**config.mk**
```make
export PLATFORM = sky130hd
export DESIGN_NAME = alu_multicycle
export DESIGN_NICKNAME = d
export VERILOG_FILES = /design/src/rtl/alu_pkg.sv /design/src/rtl/alu_mul_iter.sv /design/src/rtl/alu_multicycle.sv
export SDC_FILE = /design/constraint.sdc
export NUM_CORES = 1
export LEC_CHECK = 0
export ABC_CLOCK_PERIOD_IN_PS = 4900
export CELL_PAD_IN_SITES_DETAIL_PLACEMENT = 0
export CELL_PAD_IN_SITES_GLOBAL_PLACEMENT = 1
export CORE_UTILIZATION = 42
export CTS_BUF_LIST = sky130_fd_sc_hd__clkbuf_8
export DETAILED_ROUTE_END_ITERATION = 6
export PLACE_DENSITY = 0.85
export SYNTH_ARGS = -nofsm -noshare
export SYNTH_HDL_FRONTEND = slang
export SYNTH_HIERARCHICAL = 1
export SYNTH_SLANG_ARGS = --single-unit
export TNS_END_PERCENT = 10
```
**constraint.sdc**
```tcl
create_clock -name clk -period 4.9 [get_ports clk]
set_input_delay 0.98 -clock clk [delete_from_list [all_inputs] [get_ports clk]]
set_output_delay 0.98 -clock clk [all_outputs]
set_load 0.02 [all_outputs]
```
**src/rtl/alu_pkg.sv**
```systemverilog
// alu_pkg: opcodes, shift modes and FSM state encoding shared by the multicycle ALU.
package alu_pkg;
   localparam logic [3:0] OP_ADD   = 4'b0000;
   localparam logic [3:0] OP_SUB   = 4'b0001;
   localparam logic [3:0] OP_MUL   = 4'b0010;
   localparam logic [3:0] OP_OR    = 4'b0011;
   localparam logic [3:0] OP_AND   = 4'b0100;
   localparam logic [3:0] OP_XOR   = 4'b0101;
   localparam logic [3:0] OP_SHIFT = 4'b0110;
   localparam logic [2:0] SH_SRL = 3'b001;
   localparam logic [2:0] SH_SLL = 3'b010;
   localparam logic [2:0] SH_SRA = 3'b011;
   localparam logic [2:0] SH_ROR = 3'b100;
   localparam logic [2:0] SH_ROL = 3'b101;
   typedef enum logic [1:0] {ST_IDLE, ST_MUL, ST_DONE} state_t;
endpackage

```
**src/rtl/alu_mul_iter.sv**
```systemverilog
// alu_mul_iter: shift-add multiplier, one multiplier bit per cycle; done pulses on the final iteration.
module alu_mul_iter #(
   parameter int WIDTH = 32
) (
   input  logic             clk,
   input  logic             rst,
   input  logic             start,
   input  logic [WIDTH-1:0] a,
   input  logic [WIDTH-1:0] b,
   output logic             done,
   output logic [WIDTH-1:0] product
);
   localparam int CW = $clog2(WIDTH);
   logic          busy;
   logic [CW-1:0] cnt;
   logic [WIDTH-1:0] mcand, mplier, acc;
   // product is the accumulator after this cycle's iteration, so it is final when done is high
   assign product = acc + (mplier[0] ? mcand : '0);
   assign done = busy && cnt == CW'(WIDTH - 1);
   always_ff @(posedge clk) begin
      if (rst) begin
         busy <= 1'b0;
         cnt <= '0;
         mcand <= '0;
         mplier <= '0;
         acc <= '0;
      end else if (start) begin
         busy <= 1'b1;
         cnt <= '0;
         mcand <= a;
         mplier <= b;
         acc <= '0;
      end else if (busy) begin
         acc <= product;
         mcand <= mcand << 1;
         mplier <= mplier >> 1;
         cnt <= cnt + 1'b1;
         busy <= !done;
      end
   end
endmodule

```
**src/rtl/alu_multicycle.sv**
```systemverilog
// alu_multicycle: valid/ready ALU with registered results; MUL is iterative when
// ALU_MULTICYCLE_MUL_EN is defined, otherwise opcode MUL is reported as illegal.
module alu_multicycle
   import alu_pkg::*;
#(
   parameter int WIDTH = 32,
   parameter int SHW = $clog2(WIDTH)
) (
   input  logic             clk,
   input  logic             rst,
   input  logic             in_valid,
   output logic             in_ready,
   input  logic [WIDTH-1:0] a,
   input  logic [WIDTH-1:0] b,
   input  logic [3:0]       opcode,
   input  logic [SHW-1:0]   sh_amt,
   input  logic [2:0]       sh_mode,
   output logic             out_valid,
   input  logic             out_ready,
   output logic [WIDTH-1:0] result,
   output logic             carry,
   output logic             zero,
   output logic             err
);
   state_t state;
   logic accept, is_mul, mul_done, sh_err, cy, er;
   logic [WIDTH-1:0] product, sh, res;
   logic [WIDTH:0] sum, dif;
   logic [SHW:0] inv;
   assign in_ready = state == ST_IDLE || (state == ST_DONE && out_ready);
   assign out_valid = state == ST_DONE;
   assign accept = in_valid && in_ready;
`ifdef ALU_MULTICYCLE_MUL_EN
   assign is_mul = opcode == OP_MUL;
   alu_mul_iter #(.WIDTH(WIDTH)) u_mul (
      .clk(clk), .rst(rst), .start(accept && is_mul), .a(a), .b(b),
      .done(mul_done), .product(product)
   );
`else
   assign is_mul = 1'b0;
   assign mul_done = 1'b0;
   assign product = '0;
`endif
   always_comb begin
      sum = {1'b0, a} + {1'b0, b};
      dif = {1'b0, a} - {1'b0, b};
      inv = (SHW + 1)'(WIDTH) - {1'b0, sh_amt};
      sh_err = 1'b0;
      case (sh_mode)
         SH_SRL:  sh = b >> sh_amt;
         SH_SLL:  sh = b << sh_amt;
         SH_SRA:  sh = $signed(b) >>> sh_amt;
         SH_ROR:  sh = (b >> sh_amt) | (b << inv);
         SH_ROL:  sh = (b << sh_amt) | (b >> inv);
         default: begin sh = '0; sh_err = 1'b1; end
      endcase
      cy = 1'b0;
      er = 1'b0;
      case (opcode)
         OP_ADD:   begin res = sum[WIDTH-1:0]; cy = sum[WIDTH]; end
         OP_SUB:   begin res = dif[WIDTH-1:0]; cy = !dif[WIDTH]; end
         OP_OR:    res = a | b;
         OP_AND:   res = a & b;
         OP_XOR:   res = a ^ b;
         OP_SHIFT: begin res = sh; er = sh_err; end
         default:  begin res = '0; er = 1'b1; end
      endcase
   end
   always_ff @(posedge clk) begin
      if (rst) begin
         state <= ST_IDLE;
         result <= '0;
         carry <= 1'b0;
         zero <= 1'b0;
         err <= 1'b0;
      end else if (accept && is_mul) begin
         state <= ST_MUL;
      end else if (accept) begin
         state <= ST_DONE;
         result <= res;
         carry <= cy;
         zero <= res == '0;
         err <= er;
      end else if (mul_done) begin
         state <= ST_DONE;
         result <= product;
         carry <= 1'b0;
         zero <= product == '0;
         err <= 1'b0;
      end else if (state == ST_DONE && out_ready) begin
         state <= ST_IDLE;
      end
   end
endmodule

```
==> results.json <==
{
  "outcome": "finished, violations left",
  "violations": "design-rule violations",
  "dieArea_sq_mm": 0.03789,
  "drc_errors": 4,
  "ys_ff_latch": 36,
  "synthFlopType": "dfxtp_1",
  "highest_layer": "met5",
  "synth_top_cell_area_share": 0.1633,
  "ys_seq_area_frac": 0.04623,
  "r2r-start": "state[1]",
  "synth_cell_types": 105,
  "hold_violations": 0,
  "dr.pass1.iters": 7,
  "core-area_sq_mm": 0.03652,
  "grt_overflow_total": 0,
  "synth_cells": 2076,
  "hp-class": "register to register",
  "tns_ns": 0,
  "fmax_ghz": 0.2058,
  "max_slew.worst_pin.slew_ns": 1.340,
  "vias": 20416,
  "root_buffer": "clkbuf_8",
  "h-tree-depth": 2,
  "final_antenna_net_count": 0,
  "p_leak_uw": 0.008237,
  "grt_pass1_wl_mm": 131.3,
  "wl_per_cell_microns": 31.65,
  "finalMaxSlewViolations": 0,
  "synthTopCellsByArea": "mux4_2 (16%), ha_1 (7.8%), mux2i_1 (5.8%)",
  "cts_buffers": 5,
  "antenna_found_initial": 3,
  "initial_core_util": 0.4268,
  "layout_commonest_cell": "buf_4",
  "period_share": 0.9918,
  "syn_nets": 2255,
  "critPathRequiredTime_ns": 5.08,
  "place_hpwl_mm": 73.61,
  "synth_edf_count": 0,
  "grt.total_usage": 0.4653,
  "hold_end": "err",
  "io-pin-count": 117,
  "clk-insertion-delay-late_ns": 0.29,
  "ys_warn_count": 6,
  "hold_start": "err",
  "ir_drop_v": 0.0001348,
  "cts.path.max_buffers": 2,
  "place.port_buffers": 116,
  "wl_met2_mm": 36.24,
  "worstPathArrival_ns": 5.04,
  "totalWireLength_mm": 90.99,
  "cp-end-kind": "register",
  "area_growth_pct": 27.88,
  "cts_tree": "done",
  "wirelength_met1_mm": 35.11,
  "die_y_microns": 194.7,
  "drive_gt1_frac": 0.2708,
  "core.rowCount": 70,
  "powerDensity_mw_per_mm2": 156.8,
  "cts.sinks": 36,
  "startpoint_type": "input pin",
  "yosysTopAreaCell": "mux4_2",
  "min_period_ns": 4.860,
  "worstRegToRegCells": 11,
  "async_flop_share": 0,
  "worst_r2r_endpoint": "zero",
  "vias_per_cell": 7.101,
  "relSlewSlack": 0.1050,
  "drtIter0Drc": 3024,
  "hold_path_depth": 2,
  "cts.clk_slew.worst_paths_ns": 0.07,
  "place_congestion": 1.103,
  "fin_skew_ns": 0.005836,
  "timing.hold.ws_ns": 0.4778,
  "grt_max_degree": 71,
  "ff2ff_setup_slack_ns": 2.15,
  "synth_area_sq_mm": 0.01559,
  "maxCapViolCount": 0,
  "holdBufCountCts": 0,
  "met3_length_mm": 13.76,
  "num-nets-final": 2582,
  "grt_pass1_vias": 18898,
  "avgSynthCellArea_sq_um": 7.509,
  "critPathKind": "input pin to register",
  "setup_viol": 0,
  "die_w_microns": 194.7,
  "mostFrequentLayoutCells": "buf_4 (385), nor2_1 (235), nand2_1 (183)",
  "crit_fanout": 12
}
==> Yosys cell counts (all sizes together) (23+ instances only) <==
library cell    n
ha             97
o221ai         23
dfxtp          36
inv           106
mux4          115
nor4           26
mux2           43
o31ai          25
nor2b          23
a21oi         138
nor3           77
clkbuf        116
nand2         184
buf            88
o21ai         100
mux2i          93
nand3          46
o211ai         36
a211oi         38
a31oi          30
nor2          236
==> layer usage <==
metal  global-route usage  vias to the layer above
li1                     -                     8616
met5                    0                        -
met3               0.1539                      326
met1               0.6248                     9684
met2               0.6612                     1784
met4               0.2307                        6
==> kinds of logic (layout without fill, tap and decap cells) <==
family	after synthesis	in the layout	share of synthesized area
AO/OA/AOI/OAI	647	647	0.2930
XOR/XNOR	16	16	0.009472
adder cells (fa/ha/maj)	99	99	0.08042
buffers and inverters	313	641	0.09343
flip-flops	36	36	0.04623
multiplexers	251	251	0.2584
other	0	3	0
AND/OR/NAND/NOR	714	714	0.2190
==> worst max-delay path, cell delays in order <==
cell and delay [ns]:
clkdlybuf4s50_1 0.48, buf_4 0.12, buf_4 0.28, nor3b_1 1.10, nor2_1 0.14, nor4_1 0.47, o21ai_0 0.15, a41oi_1 0.41
a211o_1 0.37, nor4_1 0.12, nand4_1 0.10, nor4_2 0.06, nand4_1 0.17, o31ai_2 0.07
==> stage by stage <==
stage | utilization | instances | total power, uW | setup slack, ns | instance area [sq um]
detailed placement | 0.5396 | 2862 | 2766 | -0.1890 | 19710
floorplan | - | 2076 | 1674 | 0.03275 | 15630
global route | 0.5456 | 2872 | 3218 | -0.02011 | 19930
global placement | 0.5396 | 2862 | 2760 | -0.1852 | 19710
CTS | 0.5422 | 2870 | 2983 | 0.08457 | 19800
finish | 0.5458 | 2875 | 3125 | 0.04014 | 19930
==> worst max-delay path by stage <==
stage                     cells after the start       from   end
after global placement                       16       a[0]  zero
after CTS                                    16       a[0]  zero
after floorplan                              19  sh_amt[0]  zero
after detailed placement                     16       b[0]  zero
after global routing                         16       b[2]  zero
final                                        14       b[0]  zero
==> flip-flops by register name, indices dropped and copies added (netlist names) <==
name,cells
result,32
carry,1
err,1
state,1
zero,1
==> timing repair <==
item | CTS | global route
gates resized for setup | 0 | 28
setup buffers | 0 | 2
endpoints found under the setup margin | 0 | 1
==> where the power goes <==
group          switching (uW)  total, uW  internal, uW
sequential               12.5        328           316
clock                     111        211           101
combinational            1520       2590          1060
==> final cells by class <==
class | count | area, sq um
antenna | 3 | 7.507
multi-input combinational | 1727 | 13590
inverter | 109 | 411.6
clock inverter | 3 | 23.77
sequential | 36 | 720.7
clock buffer | 5 | 68.82
fill | 3497 | 16590
tap | 468 | 585.6
timing repair buffer | 524 | 4524
(Power assumes the default switching activity.)
